<file path="src/rtl/regfile_wb_scheduler_pkg.sv">
// Register-file constants, requester ids and a popcount helper.
// Shared by the write-back scheduler, decoder and ALU wrappers.
package regfile_pkg;

  localparam int DATA_W      = 8;
  localparam int ADDR_W      = 8;
  localparam int NREG        = 16;
  localparam int RF_SEL_BITS = 4;
  localparam int CNT_W       = 5;

  localparam logic [RF_SEL_BITS-1:0] ZERO_REG = 4'd15;

  typedef enum logic {
    REQ_ALU = 1'b0,
    REQ_LD  = 1'b1
  } req_id_e;

  function automatic logic [CNT_W-1:0] popcount16(input logic [NREG-1:0] v);
    logic [CNT_W-1:0] n;
    n = '0;
    for (int i = 0; i < NREG; i++) begin
      n = n + {{(CNT_W-1){1'b0}}, v[i]};
    end
    return n;
  endfunction

endpackage

</file>
<file path="src/rtl/regfile_wb_scheduler_if.sv">
// Write-back request, issue/read-hazard and register-file write pins of the scheduler.
// slave = scheduler side, master = decoder/ALU/load side.
interface regfile_wb_scheduler_if;
  import regfile_pkg::*;

  logic              alu_valid;
  logic [ADDR_W-1:0] alu_addr;
  logic [DATA_W-1:0] alu_data;
  logic              alu_ready;
  logic              ld_valid;
  logic [ADDR_W-1:0] ld_addr;
  logic [DATA_W-1:0] ld_data;
  logic              ld_ready;
  logic              iss_valid;
  logic [ADDR_W-1:0] iss_addr;
  logic [ADDR_W-1:0] rd_addr1;
  logic [ADDR_W-1:0] rd_addr2;
  logic              stall;
  logic              rf_w;
  logic [ADDR_W-1:0] rf_waddr;
  logic [DATA_W-1:0] rf_wdata;
  logic [CNT_W-1:0]  busy_cnt;

  modport master (
    output alu_valid, alu_addr, alu_data, ld_valid, ld_addr, ld_data,
           iss_valid, iss_addr, rd_addr1, rd_addr2,
    input  alu_ready, ld_ready, stall, rf_w, rf_waddr, rf_wdata, busy_cnt
  );

  modport slave (
    input  alu_valid, alu_addr, alu_data, ld_valid, ld_addr, ld_data,
           iss_valid, iss_addr, rd_addr1, rd_addr2,
    output alu_ready, ld_ready, stall, rf_w, rf_waddr, rf_wdata, busy_cnt
  );

endinterface

</file>
<file path="src/rtl/regfile_wb_scheduler_rr_arbiter2.sv">
// Two-way round-robin arbiter, grant is combinational from req and the priority pointer.
// On contention the requester not granted last wins; the pointer moves only when a grant is given.
module rr_arbiter2
  import regfile_pkg::*;
(
  input  logic       clk,
  input  logic       rst,
  input  logic [1:0] req_i,
  output logic [1:0] gnt_o
);

  req_id_e prio_q, prio_d;

  always_ff @(posedge clk or posedge rst) begin
    if (rst) begin
      prio_q <= REQ_ALU;
    end else begin
      prio_q <= prio_d;
    end
  end

  always_comb begin
    gnt_o  = 2'b00;
    prio_d = prio_q;
    case (req_i)
      2'b01:   gnt_o = 2'b01;
      2'b10:   gnt_o = 2'b10;
      2'b11:   gnt_o = (prio_q == REQ_ALU) ? 2'b01 : 2'b10;
      default: gnt_o = 2'b00;
    endcase
    if (gnt_o[0]) begin
      prio_d = REQ_LD;
    end else if (gnt_o[1]) begin
      prio_d = REQ_ALU;
    end
  end

endmodule

</file>
<file path="src/rtl/regfile_wb_scheduler.sv">
// Shares the register-file write port between ALU and load streams; winning write appears on rf_w one cycle after transfer.
// Readies are combinational and mutually exclusive; busy scoreboard drives the decoder read stall.
module regfile_wb_scheduler
  import regfile_pkg::*;
(
  input  logic clk,
  input  logic rst,
  regfile_wb_scheduler_if.slave bus
);

  logic [1:0]             gnt;
  logic [RF_SEL_BITS-1:0] win_sel;
  logic [DATA_W-1:0]      win_data;
  logic                   wr_en;

  logic                   rf_w_q, rf_w_d;
  logic [RF_SEL_BITS-1:0] rf_wsel_q, rf_wsel_d;
  logic [DATA_W-1:0]      rf_wdata_q, rf_wdata_d;
  logic [NREG-1:0]        busy_q, busy_d;
  logic [CNT_W-1:0]       busy_cnt_q, busy_cnt_d;

  rr_arbiter2 u_arb (
    .clk   (clk),
    .rst   (rst),
    .req_i ({bus.ld_valid, bus.alu_valid}),
    .gnt_o (gnt)
  );

  assign bus.alu_ready = gnt[0];
  assign bus.ld_ready  = gnt[1];

  always_comb begin
    win_sel    = gnt[1] ? bus.ld_addr[RF_SEL_BITS-1:0] : bus.alu_addr[RF_SEL_BITS-1:0];
    win_data   = gnt[1] ? bus.ld_data : bus.alu_data;
    // Writes to the hard-zero register are accepted but never reach the file.
    wr_en      = (|gnt) && (win_sel != ZERO_REG);
    rf_w_d     = wr_en;
    rf_wsel_d  = rf_wsel_q;
    rf_wdata_d = rf_wdata_q;
    if (wr_en) begin
      rf_wsel_d  = win_sel;
      rf_wdata_d = win_data;
    end

    // Clear first so a same-edge issue to the committing register keeps it busy.
    busy_d = busy_q;
    if (rf_w_q) begin
      busy_d[rf_wsel_q] = 1'b0;
    end
    if (bus.iss_valid && (bus.iss_addr[RF_SEL_BITS-1:0] != ZERO_REG)) begin
      busy_d[bus.iss_addr[RF_SEL_BITS-1:0]] = 1'b1;
    end
    busy_cnt_d = popcount16(busy_d);
  end

  always_ff @(posedge clk or posedge rst) begin
    if (rst) begin
      rf_w_q     <= 1'b0;
      rf_wsel_q  <= '0;
      rf_wdata_q <= '0;
      busy_q     <= '0;
      busy_cnt_q <= '0;
    end else begin
      rf_w_q     <= rf_w_d;
      rf_wsel_q  <= rf_wsel_d;
      rf_wdata_q <= rf_wdata_d;
      busy_q     <= busy_d;
      busy_cnt_q <= busy_cnt_d;
    end
  end

  assign bus.rf_w     = rf_w_q;
  assign bus.rf_waddr = {{(ADDR_W-RF_SEL_BITS){1'b0}}, rf_wsel_q};
  assign bus.rf_wdata = rf_wdata_q;
  assign bus.busy_cnt = busy_cnt_q;
  assign bus.stall    = busy_q[bus.rd_addr1[RF_SEL_BITS-1:0]] | busy_q[bus.rd_addr2[RF_SEL_BITS-1:0]];

endmodule

</file>
<file path="src/flat_wrapper.sv">
// flat-port wrapper written by rule: the top's interface ports become plain ports
module regfile_wb_scheduler_flat import regfile_pkg::*;
  (clk, rst, bus_alu_valid, bus_alu_addr, bus_alu_data, bus_ld_valid, bus_ld_addr, bus_ld_data, bus_iss_valid, bus_iss_addr, bus_rd_addr1, bus_rd_addr2, bus_alu_ready, bus_ld_ready, bus_stall, bus_rf_w, bus_rf_waddr, bus_rf_wdata, bus_busy_cnt);
  regfile_wb_scheduler_if bus_i ();
  input  logic clk;
  input  logic rst;
  input wire logic [$bits(bus_i.alu_valid)-1:0] bus_alu_valid;
  input wire logic [$bits(bus_i.alu_addr)-1:0] bus_alu_addr;
  input wire logic [$bits(bus_i.alu_data)-1:0] bus_alu_data;
  input wire logic [$bits(bus_i.ld_valid)-1:0] bus_ld_valid;
  input wire logic [$bits(bus_i.ld_addr)-1:0] bus_ld_addr;
  input wire logic [$bits(bus_i.ld_data)-1:0] bus_ld_data;
  input wire logic [$bits(bus_i.iss_valid)-1:0] bus_iss_valid;
  input wire logic [$bits(bus_i.iss_addr)-1:0] bus_iss_addr;
  input wire logic [$bits(bus_i.rd_addr1)-1:0] bus_rd_addr1;
  input wire logic [$bits(bus_i.rd_addr2)-1:0] bus_rd_addr2;
  output wire logic [$bits(bus_i.alu_ready)-1:0] bus_alu_ready;
  output wire logic [$bits(bus_i.ld_ready)-1:0] bus_ld_ready;
  output wire logic [$bits(bus_i.stall)-1:0] bus_stall;
  output wire logic [$bits(bus_i.rf_w)-1:0] bus_rf_w;
  output wire logic [$bits(bus_i.rf_waddr)-1:0] bus_rf_waddr;
  output wire logic [$bits(bus_i.rf_wdata)-1:0] bus_rf_wdata;
  output wire logic [$bits(bus_i.busy_cnt)-1:0] bus_busy_cnt;
  assign bus_i.alu_valid = bus_alu_valid;
  assign bus_i.alu_addr = bus_alu_addr;
  assign bus_i.alu_data = bus_alu_data;
  assign bus_i.ld_valid = bus_ld_valid;
  assign bus_i.ld_addr = bus_ld_addr;
  assign bus_i.ld_data = bus_ld_data;
  assign bus_i.iss_valid = bus_iss_valid;
  assign bus_i.iss_addr = bus_iss_addr;
  assign bus_i.rd_addr1 = bus_rd_addr1;
  assign bus_i.rd_addr2 = bus_rd_addr2;
  assign bus_alu_ready = bus_i.alu_ready;
  assign bus_ld_ready = bus_i.ld_ready;
  assign bus_stall = bus_i.stall;
  assign bus_rf_w = bus_i.rf_w;
  assign bus_rf_waddr = bus_i.rf_waddr;
  assign bus_rf_wdata = bus_i.rf_wdata;
  assign bus_busy_cnt = bus_i.busy_cnt;
  regfile_wb_scheduler u_core (.clk(clk), .rst(rst), .bus(bus_i));
endmodule
</file>
<file path="config.mk">
export PLATFORM = sky130hd
export DESIGN_NAME = regfile_wb_scheduler_flat
export DESIGN_NICKNAME = d
export VERILOG_FILES = /design/src/rtl/regfile_wb_scheduler_pkg.sv /design/src/rtl/regfile_wb_scheduler_if.sv /design/src/rtl/regfile_wb_scheduler_rr_arbiter2.sv /design/src/rtl/regfile_wb_scheduler.sv /design/src/flat_wrapper.sv
export SDC_FILE = /design/constraint.sdc
export NUM_CORES = 1
export LEC_CHECK = 0
export ABC_AREA = 1
export CAP_MARGIN = 5
export CORE_MARGIN = 5
export CORE_UTILIZATION = 45
export DETAILED_ROUTE_END_ITERATION = 7
export GPL_ROUTABILITY_DRIVEN = 0
export PLACE_DENSITY = 0.76
export SYNTH_ARGS = -nofsm -noshare
export SYNTH_HDL_FRONTEND = slang
export SYNTH_SLANG_ARGS = --single-unit
</file>
<file path="constraint.sdc">
create_clock -name clk -period 9.3 [get_ports clk]
set_input_delay 1.86 -clock clk [delete_from_list [all_inputs] [get_ports clk]]
set_output_delay 1.86 -clock clk [all_outputs]
set_load 0.01 [all_outputs]
</file>
==> results by group <==
Setup path
  – Crit path capture type: flop
  – Crit path max fanout: 4
  – Reg2Reg Setup Slack: 4.53 ns
  – Crit path DAT: around 6.7 ns
  – Crit path kind: input pin to flop
  – Critical Path RT: ~9.5 ns
  – Critical Path Start Type: input pin

Drt
  – Drt first pass iters: 4
  – Number of remaining DRC errors: 0
  – DR vias/cell: 4.82
  – Wirelength, routed: 6.09 mm
  – WL/cell: 12.6 um
  – DRC violation total after the first TritonRoute iteration: 152
  – Via Count: 2,337
  – Antenna Nets Post-Route: 0

Timing
  – F_max: 153 MHz
  – Hold Slack: around 0.47 ns
  – Tcrit/Tclk final: around 70%
  – Clk_skew: 0.0120 ns
  – Tmin final: 6.54 ns
  – Final Hold Fails: 0
  – Max-slew headroom: 60.7%
  – Unrepaired setup endpoints after global routing: false
  – Max-slew violations: 0
  – Final setup violation count: 0
  – Worst-margin pin slew: between 0.5 and 0.6 ns
  – Setup TNS: 0 ns

Synthesis
  – Main combinational cell family by area after synthesis: simple AND/OR/NAND/NOR gates
  – Mean Syn Cell Area: 7.03 um^2
  – Post-Synth XOR/XNOR Area: less than 1%
  – Simple-gate area share of the yosys netlist: 33.0%
  – Adder-Cell Fraction of Synth Area: 10.6%
  – Mux share of post-synthesis cell area: 0%
  – Cell count after synthesis: 352
  – Compound-cell area share of the yosys netlist: 6.11%
  – Synthesized area: 0.00248 mm^2
  – Yosys reg bits: 35
  – Distinct cells, synth: 25
  – Sequential area share after synthesis: between 30% and 40%
  – Warning count from the yosys run: 0

Clock tree
  – CTS root buffer: clkbuf_8
  – TritonCTS clock tree: yes
  – Post-CTS setup buffer count: 0
  – Num CTS Buffers: 5
  – Skew-Pair Late Insertion Delay: between 0.2 and 0.3 ns
  – H-tree depth: 2
  – CTS Sinks: 35
  – Post-CTS sizing: 0
  – Hold Buf Count CTS: 0
  – Max Root-Sink Buffers: 2
  – Worst-path clk slew: roughly 0.070 ns

Floorplanning
  – Core area: 0.00544 mm^2
  – Die height: 84.2 um
  – Die area: 0.00709 mm^2
  – Row cnt: 27
  – IO Pins: 86
  – Die X: between 80 and 90 um
  – Initial Util: 45.5%

Power
  – Peak VDD IR: 0.000468 V
  – Int Pwr: 0.658 mW
  – Sw Share: between 40 and 50%
  – Lkg Pwr: 1.71 nW
  – Clock power frac: around 8.5%
  – Combinational share of power: 70.6%
  – Pwr per Cell Area: about 390 mW/mm^2
  – NetSw: 0.582 mW
  – Reg power frac: 20.9%

GRT
  – Vias in the first global route: 2,389
  – Initial antenna violation count: 0
  – Total global-route track usage: a little under a fifth
  – First-pass GRT wire length: 10.9 mm
  – Total gr overflow: 0
  – Pin count of the biggest net entering global routing: 36

Final layout
  – Nets: 488
  – Final Util: 58.6%
  – Layout cells sized above 1: 4.12%
  – # fillers: 533
  – Antenna cells: 0
  – Area growth syn-to-layout: 28.7%
  – Most frequent cells in the layout: nand2_1, inv_1, clkdlybuf4s50_1
  – Commonest non-fill, non-tap cell in the layout: nand2_1

Placed design
  – Final HPWL DP: 4.91 mm
  – Port bufs: between 60 and 70

Flow run
  – Max-cap violations: 0

Run status
  – Status: finished, final reports clean

Worst hold path
  – Worst Hold Class: flop to flop
-- routing by layer --
metal / global-route usage (%) / vias up / part of all wire (%)
li1: - / 1188 / -
met1: 23.7 / 1065 / 43
met2: 32.4 / 72 / 48
met3: 3.63 / 12 / 6.6
met4: 5.99 / 0 / 2.0
met5: 0 / - / 0
-- area by class of cell --
cell class	count	area [um^2]	share of cell area, %
Tap cell	72	90.1	2.83
Clock buffer	7	76.3	2.40
Sequential cell	35	876	27.5
Timing Repair Buffer	62	618	19.4
Clock inverter	1	5.00	0.157
Inverter	68	255	8.01
Multi-Input combinational cell	240	1260	39.7
-- metrics by stage --
step           instance area (um^2)  power [mW]  setup WS, ns  cells
2_1_floorplan                  2490       0.892          3.44    355
3_3_place_gp                   3100        1.09          2.62    477
3_5_place_dp                   3100        1.15          2.47    477
4_1_cts                        3190        1.27          2.75    485
5_1_grt                        3190        1.42          2.51    485
6_report                       3190        1.24          2.76    485
-- path summary, 6_finish.rpt --
kind | from | endpoint | depth (start not counted)
worst min-delay path | u_core.bus.rf_wdata[6] | u_core.bus.rf_wdata[6] | 2
worst max-delay path | bus_iss_addr[3] | u_core.bus.busy_cnt[2] | 16
worst min register to register | u_core.bus.rf_wdata[6] | u_core.bus.rf_wdata[6] | 2
max in group asynchronous | rst | u_core.busy_q[11] | 3
min in group asynchronous | rst | u_core.bus.rf_wdata[4] | 3
worst max register to register | u_core.rf_wsel_q[1] | u_core.bus.busy_cnt[2] | 16
-- sequential cells by signal, indices dropped and copies added (netlist names) --
| signal | cells |
|---|---|
| u_core.busy_q | 16 |
| u_core.rf_wsel_q | 4 |
| u_core.u_arb.prio_q | 1 |
| u_core.bus.rf_w | 1 |
| u_core.bus.rf_wdata | 8 |
| u_core.bus.busy_cnt | 5 |
-- worst max-delay path, stage by stage --
cell	delay, ns
clkdlybuf4s50_1	0.53
nand2_1	0.12
o21ai_0	0.38
o21ai_0	0.22
ha_1	0.32
inv_1	0.05
fa_1	0.54
inv_1	0.05
fa_1	0.50
inv_1	0.06
fa_1	0.54
inv_1	0.06
fa_1	0.47
fa_1	0.42
fa_1	0.41
xor2_1	0.18
-- cell families after synthesis --
family / Yosys count
AOI/OAI and AO/OA: 29
xor gates and xnor gates: 2
adders and majority gates: 15
buffers and inverters: 80
DFF: 35
other: 1
and+or+nand+nor: 190
-- synthesized netlist by cell type --
| cell | count | area (um^2) |
|---|---|---|
| a21boi_0 | 1 | 7.51 |
| a21oi_1 | 4 | 20.0 |
| a31oi_1 | 2 | 12.5 |
| buf_2 | 1 | 5.00 |
| buf_4 | 4 | 30.0 |
| buf_6 | 4 | 45.0 |
| clkbuf_1 | 3 | 11.3 |
| conb_1 | 1 | 3.75 |
| dfrtp_1 | 35 | 876 |
| fa_1 | 10 | 200 |
| ha_1 | 5 | 62.6 |
| inv_1 | 68 | 255 |
| nand2_1 | 121 | 454 |
| nand2_2 | 4 | 25.0 |
| nand2_4 | 3 | 33.8 |
| nand3_1 | 48 | 240 |
| nand3b_1 | 1 | 7.51 |
| nor2_1 | 9 | 33.8 |
| nor2_2 | 2 | 12.5 |
| nor3_1 | 1 | 5.00 |
| o21ai_0 | 20 | 100 |
| o21ai_1 | 1 | 5.00 |
| o22ai_1 | 1 | 6.26 |
| or2_2 | 1 | 6.26 |
| xor2_1 | 2 | 17.5 |
-- power by group through the flow --
stage | clock, mW | combinational [mW] | sequential, mW
after floorplan | 0 | 0.628 | 0.264
after global placement | 0 | 0.832 | 0.261
after detailed placement | 0 | 0.892 | 0.262
after CTS | 0.109 | 0.898 | 0.259
after global routing | 0.117 | 1.03 | 0.267
final | 0.106 | 0.875 | 0.260
Note: power is estimated with default switching activity, not from simulation.
